## src/rtl/cic_dec_ctrl_pkg.sv

```systemverilog
// cic_dec_ctrl_pkg: shared DDC decimation-control types and default constants
package cic_dec_ctrl_pkg;
  typedef enum logic [1:0] {IDLE, FILL, RUN} state_t;
  localparam int DEF_RATEWIDTH = 8;
  localparam int DEF_WARMUP = 8;
  localparam int DEF_DEFRATE = 16;
  localparam int MIN_RATE = 2;
endpackage

```

## src/rtl/cic_dec_ctrl_dec_rate_counter.sv

```systemverilog
// dec_rate_counter: modulo-R sample counter with pending-rate register, applies pending rate on wrap
module dec_rate_counter import cic_dec_ctrl_pkg::*; #(
  parameter int RATEWIDTH = DEF_RATEWIDTH,
  parameter int DEFRATE = DEF_DEFRATE
) (
  input  logic                 clk,
  input  logic                 rst,
  input  logic                 active,
  input  logic                 idle,
  input  logic                 in_valid,
  input  logic                 load,
  input  logic [RATEWIDTH-1:0] rate_in,
  output logic                 wrap,
  output logic                 apply,
  output logic [RATEWIDTH-1:0] rate_active
);
  logic [RATEWIDTH-1:0] cnt_q, cnt_d, rate_q, rate_d, pend_q, pend_d;
  logic pend_vld_q, pend_vld_d;
  always_comb begin
    wrap = active && in_valid && cnt_q == rate_q - RATEWIDTH'(1);
    apply = wrap && pend_vld_q;
    cnt_d = (!active || wrap) ? '0 : cnt_q + RATEWIDTH'(in_valid);
    rate_d = apply ? pend_q : (idle && load) ? rate_in : rate_q;
    pend_d = (load && !idle) ? rate_in : pend_q;
    pend_vld_d = active && ((load && !idle) || (pend_vld_q && !apply));
  end
  always_ff @(posedge clk or negedge rst)
    if (!rst) begin
      cnt_q <= '0;
      rate_q <= RATEWIDTH'(DEFRATE);
      pend_q <= '0;
      pend_vld_q <= 1'b0;
    end else begin
      cnt_q <= cnt_d;
      rate_q <= rate_d;
      pend_q <= pend_d;
      pend_vld_q <= pend_vld_d;
    end
  assign rate_active = rate_q;
endmodule

```

## src/rtl/cic_dec_ctrl.sv

```systemverilog
// cic_dec_ctrl: CIC decimation sequencer issuing comb strobes, warm-up masking and safe rate changes
module cic_dec_ctrl import cic_dec_ctrl_pkg::*; #(
  parameter int RATEWIDTH = DEF_RATEWIDTH,
  parameter int WARMUP = DEF_WARMUP,
  parameter int DEFRATE = DEF_DEFRATE
) (
  input  logic                 clk,
  input  logic                 rst,
  input  logic                 enable,
  input  logic                 in_valid,
  input  logic [RATEWIDTH-1:0] rate_in,
  input  logic                 rate_load,
  output logic                 integ_flag,
  output logic                 dec_valid,
  output logic [RATEWIDTH-1:0] rate_active,
  output logic                 cfg_err,
  output logic                 busy
);
  localparam int WW = $clog2(WARMUP + 1);
  state_t state_q, state_d;
  logic [WW-1:0] warm_q, warm_d;
  logic integ_flag_q, integ_flag_d, vld_q, vld_d, dec_valid_q, dec_valid_d;
  logic cfg_err_q, cfg_err_d, busy_q, busy_d;
  logic legal, wrap, apply;
  dec_rate_counter #(.RATEWIDTH(RATEWIDTH), .DEFRATE(DEFRATE)) u_cnt (
    .clk(clk),
    .rst(rst),
    .active(enable && state_q != IDLE),
    .idle(state_q == IDLE),
    .in_valid(in_valid),
    .load(rate_load && legal),
    .rate_in(rate_in),
    .wrap(wrap),
    .apply(apply),
    .rate_active(rate_active)
  );
  always_comb begin
    legal = rate_in >= RATEWIDTH'(MIN_RATE);
    warm_d = (!enable || state_q == IDLE || apply) ? '0
           : (wrap && warm_q != WW'(WARMUP)) ? warm_q + WW'(1) : warm_q;
    state_d = !enable ? IDLE
            : (state_q == IDLE || apply) ? FILL
            : (state_q == FILL && warm_d == WW'(WARMUP)) ? RUN : state_q;
    integ_flag_d = wrap;
    vld_d = wrap && state_q == RUN;
    dec_valid_d = vld_q && enable && state_q == RUN;
    cfg_err_d = rate_load && !legal;
    busy_d = state_d != IDLE;
  end
  always_ff @(posedge clk or negedge rst)
    if (!rst) begin
      state_q <= IDLE;
      warm_q <= '0;
      integ_flag_q <= 1'b0;
      vld_q <= 1'b0;
      dec_valid_q <= 1'b0;
      cfg_err_q <= 1'b0;
      busy_q <= 1'b0;
    end else begin
      state_q <= state_d;
      warm_q <= warm_d;
      integ_flag_q <= integ_flag_d;
      vld_q <= vld_d;
      dec_valid_q <= dec_valid_d;
      cfg_err_q <= cfg_err_d;
      busy_q <= busy_d;
    end
  assign integ_flag = integ_flag_q;
  assign dec_valid = dec_valid_q;
  assign cfg_err = cfg_err_q;
  assign busy = busy_q;
endmodule

```

## config.mk

```make
export PLATFORM = sky130hd
export DESIGN_NAME = cic_dec_ctrl
export DESIGN_NICKNAME = d
export VERILOG_FILES = /design/src/rtl/cic_dec_ctrl_pkg.sv /design/src/rtl/cic_dec_ctrl_dec_rate_counter.sv /design/src/rtl/cic_dec_ctrl.sv
export SDC_FILE = /design/constraint.sdc
export NUM_CORES = 1
export LEC_CHECK = 0
export ABC_AREA = 0
export CAP_MARGIN = 30
export CELL_PAD_IN_SITES_DETAIL_PLACEMENT = 0
export CELL_PAD_IN_SITES_GLOBAL_PLACEMENT = 2
export CORE_ASPECT_RATIO = 0.7
export CORE_MARGIN = 10
export CORE_UTILIZATION = 31
export CTS_BUF_LIST = sky130_fd_sc_hd__clkbuf_4 sky130_fd_sc_hd__clkbuf_8 sky130_fd_sc_hd__clkbuf_16
export DETAILED_ROUTE_END_ITERATION = 7
export PLACE_DENSITY = 0.75
export REMOVE_ABC_BUFFERS = 1
export SETUP_SLACK_MARGIN = 0.4
export SLEW_MARGIN = 20
export SYNTH_ARGS = -nofsm -noshare
export SYNTH_HDL_FRONTEND = slang
export SYNTH_SLANG_ARGS = --single-unit
```

## constraint.sdc

```tcl
create_clock -name clk -period 2.7 [get_ports clk]
set_clock_uncertainty 0.15 [all_clocks]
set_input_delay 0.54 -clock clk [delete_from_list [all_inputs] [get_ports clk]]
set_output_delay 0.54 -clock clk [all_outputs]
set_load 0.05 [all_outputs]
```

==> metrics.txt <==
outcome=complete, but fails checks; failing checks=setup timing; Post-Synthesis Cells=188; Final setup viols=11; clock-pin slew on the worst setup and hold paths=0.08 ns; DR pass1 iterations=4; reg2reg end=state_q[1]; TritonCTS clock tree=built; CP endpoint kind=flip-flop; CP Class=flip-flop to flip-flop; routed wire length=5.62 mm; initial core utilization=0.327; Synthesis Warnings=0; Final Hold Viols=0; Rows=23; CP cell instances=buf_6 -> or2_4 -> or4_4 -> xnor2_4 -> nor4_4 -> buf_4 -> buf_6 -> a311oi_2 -> a41o_1 -> and4b_2 -> o211a_1; Arr. time, crit path=2.96 ns; synthesis-stage register bit count=36; count of cell types in the netlist=46; CP required=2.74 ns; CTS buffer count=5; Final ANT Viol Nets=0; CP Launch Type=flip-flop; final net count=273; CP max stage cell=or4_4; gr usage total=0.119; M1 WL=2.80 mm; Worst VDD drop=0.275 mV; ranking of synthesized cells by area=dfrtp_1, nor2_1, mux2_2; Clock Tree Buf Depth=2; XOR/XNOR Fraction of Synth Area=0.0764; reg2reg path depth=11; Die W=114 µm; simple-gate area share of the yosys netlist=0.206; routed len/inst=17.0 µm; IO Count=25; max frequency=342 MHz; routed wl met3=184 µm; setup TNS=-0.542 ns; post-synth top area cell=dfrtp_1; Avg Inst Size Synth=10.2 µm²; Slew Limit Fails=0; CORE AREA=5870 µm²; worst slew pin tran=0.812 ns; htree depth=2; gpl congestion=0.875; initial drt markers=49; clk_lat worst skew=0.30 ns; top_reg_cell synth=dfrtp_1; Max-Slew Margin vs Limit=0.459; Post-synth EDFFs=0; vias in the first global route=1,742; Avg Vias per Cell=4.99; Port Buf Inserts=24; Seq/Total Area, Yosys=0.471; fin crit share=1.08; total gr overflow=0; RSZ-0062 raised after global routing=true; Cell Area, Synth=1920 µm²; hpwl dp=3.65 mm; Period minus WS final=2.93 ns; static leakage=1.31 nW; share of cells above drive strength 1=0.406; CP Max Fanout=5; met2 WL post-DR=2.55 mm; first-pass GRT wire length=9.27 mm; hold_ws=0.176 ns; die area=9780 µm²; Synth Area in Compound Gates=0.104; DRC errors left=0; clk sinks=36; PwrDens=486 nW/µm²; setup ws final=-0.226 ns; R2R Path Start=u_cnt.rate_active[1]; reg-to-reg slack, setup=-0.23 ns; Max Cap Violations=0; largest net degree at the start of global routing=37; area growth from synthesis to layout=55.6%; initial antenna violation count=0; Async S/R FF share, synth=1.00; Die Height=85.8 µm; Antenna diodes=0; Hold Crit Class=input port to asynchronous set/reset pin; vias=1,651; post-synth top area share=0.457; mux contribution to synthesized area=0.0888; CP peak stage delay=0.52 ns; combinational family with the most area after synthesis=simple AND/OR/NAND/NOR gates; Hold-fix buffers, CTS=0; FILL cells=542; Top Layer Used=met4; Critical Path Most Common Cell=buf_6; root buffer cell=clkbuf_8; Post-Synth Adder-Cell Area=0.0326
## layout by cell type (no fill, tap or decap), drive strengths merged, types with 2 or more instances in the layout
master	instances
or2	2
clkdlybuf4s50	16
nor4	2
a21oi	11
clkbuf	7
nand2	10
xnor2	7
dlygate4sd2	7
nor2	28
xor2	8
nor4b	2
a31oi	2
mux2	8
dfrtp	35
nor3	5
nand4	2
buf	41
or3	2
nand2b	2
o21ai	6
and3	4
inv	7
ha	5
a311oi	2
mux2i	8
nor2b	4
nand3	7
## cell families after synthesis
kind of cell,after synthesis
buffers and inverters,11
multiplexers,16
XOR/XNOR,15
flip-flops,36
adder cells (fa/ha/maj),5
AND/OR/NAND/NOR,74
AO/OA/AOI/OAI,31
## cell usage after synthesis, types with 2 or more instances
cell	instances
nand2_1	9
inv_1	6
a31oi_1	2
clkbuf_1	3
mux2_2	8
mux2i_1	8
ha_1	5
dfrtp_1	35
or3_1	2
and3_1	4
nand4_1	2
a21oi_1	11
nor2_1	28
o21ai_0	4
xnor2_1	5
xor2_1	8
nor3_1	5
nand3_1	7
nor2b_1	4
o21ai_1	2
nand2b_1	2
a311oi_1	2
xnor2_2	2
nor4b_1	2
## through the flow
stage	util	std cells	worst slack [ns]	area [µm²]	total power, mW
detailed placement	0.415	309	-0.168	2440	0.985
CTS	0.476	325	-0.0505	2790	1.44
floorplan	-	184	-0.480	1900	0.821
finish	0.508	331	-0.226	2980	1.45
global placement	0.415	309	-0.109	2440	0.984
global route	0.508	331	-0.339	2980	1.53
## flip-flops by register name, indices dropped and copies added (netlist names)
| register | cells |
|---|---|
| u_cnt.cnt_q | 8 |
| state_q | 2 |
| integ_flag | 1 |
| u_cnt.pend_q | 8 |
| busy | 1 |
| cfg_err | 1 |
| dec_valid | 1 |
| warm_q | 4 |
| vld_q | 1 |
| u_cnt.rate_active | 8 |
| u_cnt.pend_vld_q | 1 |
## worst max-delay path by stage
| stage | startpoint | to | slack (ns) | cells after the start |
|---|---|---|---|---|
| 2_1_floorplan | u_cnt.rate_active[0] | state_q[1] | -0.48 | 11 |
| 3_3_place_gp | u_cnt.rate_active[2] | state_q[1] | -0.11 | 10 |
| 3_5_place_dp | u_cnt.rate_active[2] | state_q[1] | -0.17 | 10 |
| 4_1_cts | u_cnt.rate_active[1] | state_q[1] | -0.05 | 10 |
| 5_1_grt | u_cnt.rate_active[0] | state_q[1] | -0.34 | 11 |
| 6_report | u_cnt.rate_active[1] | state_q[1] | -0.23 | 11 |
## where the power goes
part           total (mW)  switching (mW)  internal (mW)
registers           0.615          0.0347          0.580
logic               0.407           0.227          0.180
clock network       0.427           0.209          0.218
total                1.45           0.471          0.978
## layout make-up
| cell class | count | area, µm² | share of cell area |
|---|---|---|---|
| Multi-Input combinational cell | 141 | 1240 | 0.414 |
| Sequential cell | 36 | 902 | 0.302 |
| Timing Repair Buffer | 64 | 624 | 0.209 |
| Tap cell | 75 | 93.8 | 0.0315 |
| Clock buffer | 7 | 90.1 | 0.0302 |
| Inverter | 7 | 28.8 | 0.00965 |
| Clock inverter | 1 | 7.51 | 0.00252 |
## what timing repair did
item / CTS / global route
pin swaps: 11 / 15
resized for setup: 49 / 33
cloned: 2 / 0
setup buffers: 6 / 6
endpoints found under the setup margin: 32 / 33
## metal layers
| metal | up-vias | GRT usage |
|---|---|---|
| met3 | 8 | 0.0348 |
| met4 | 0 | 0.0363 |
| li1 | 805 | - |
| met1 | 811 | 0.160 |
| met2 | 27 | 0.179 |
| met5 | - | 0 |
## worst max-delay path, delay by kind of cell, from the launching register on
kind / cells / cell delay [ns]
simple gates: 4 / 1.05
buf+inv: 3 / 0.40
compound gates: 3 / 0.59
xor+xnor: 1 / 0.20
flops: 1 / 0.42
Power figures use the tool's default switching activity.
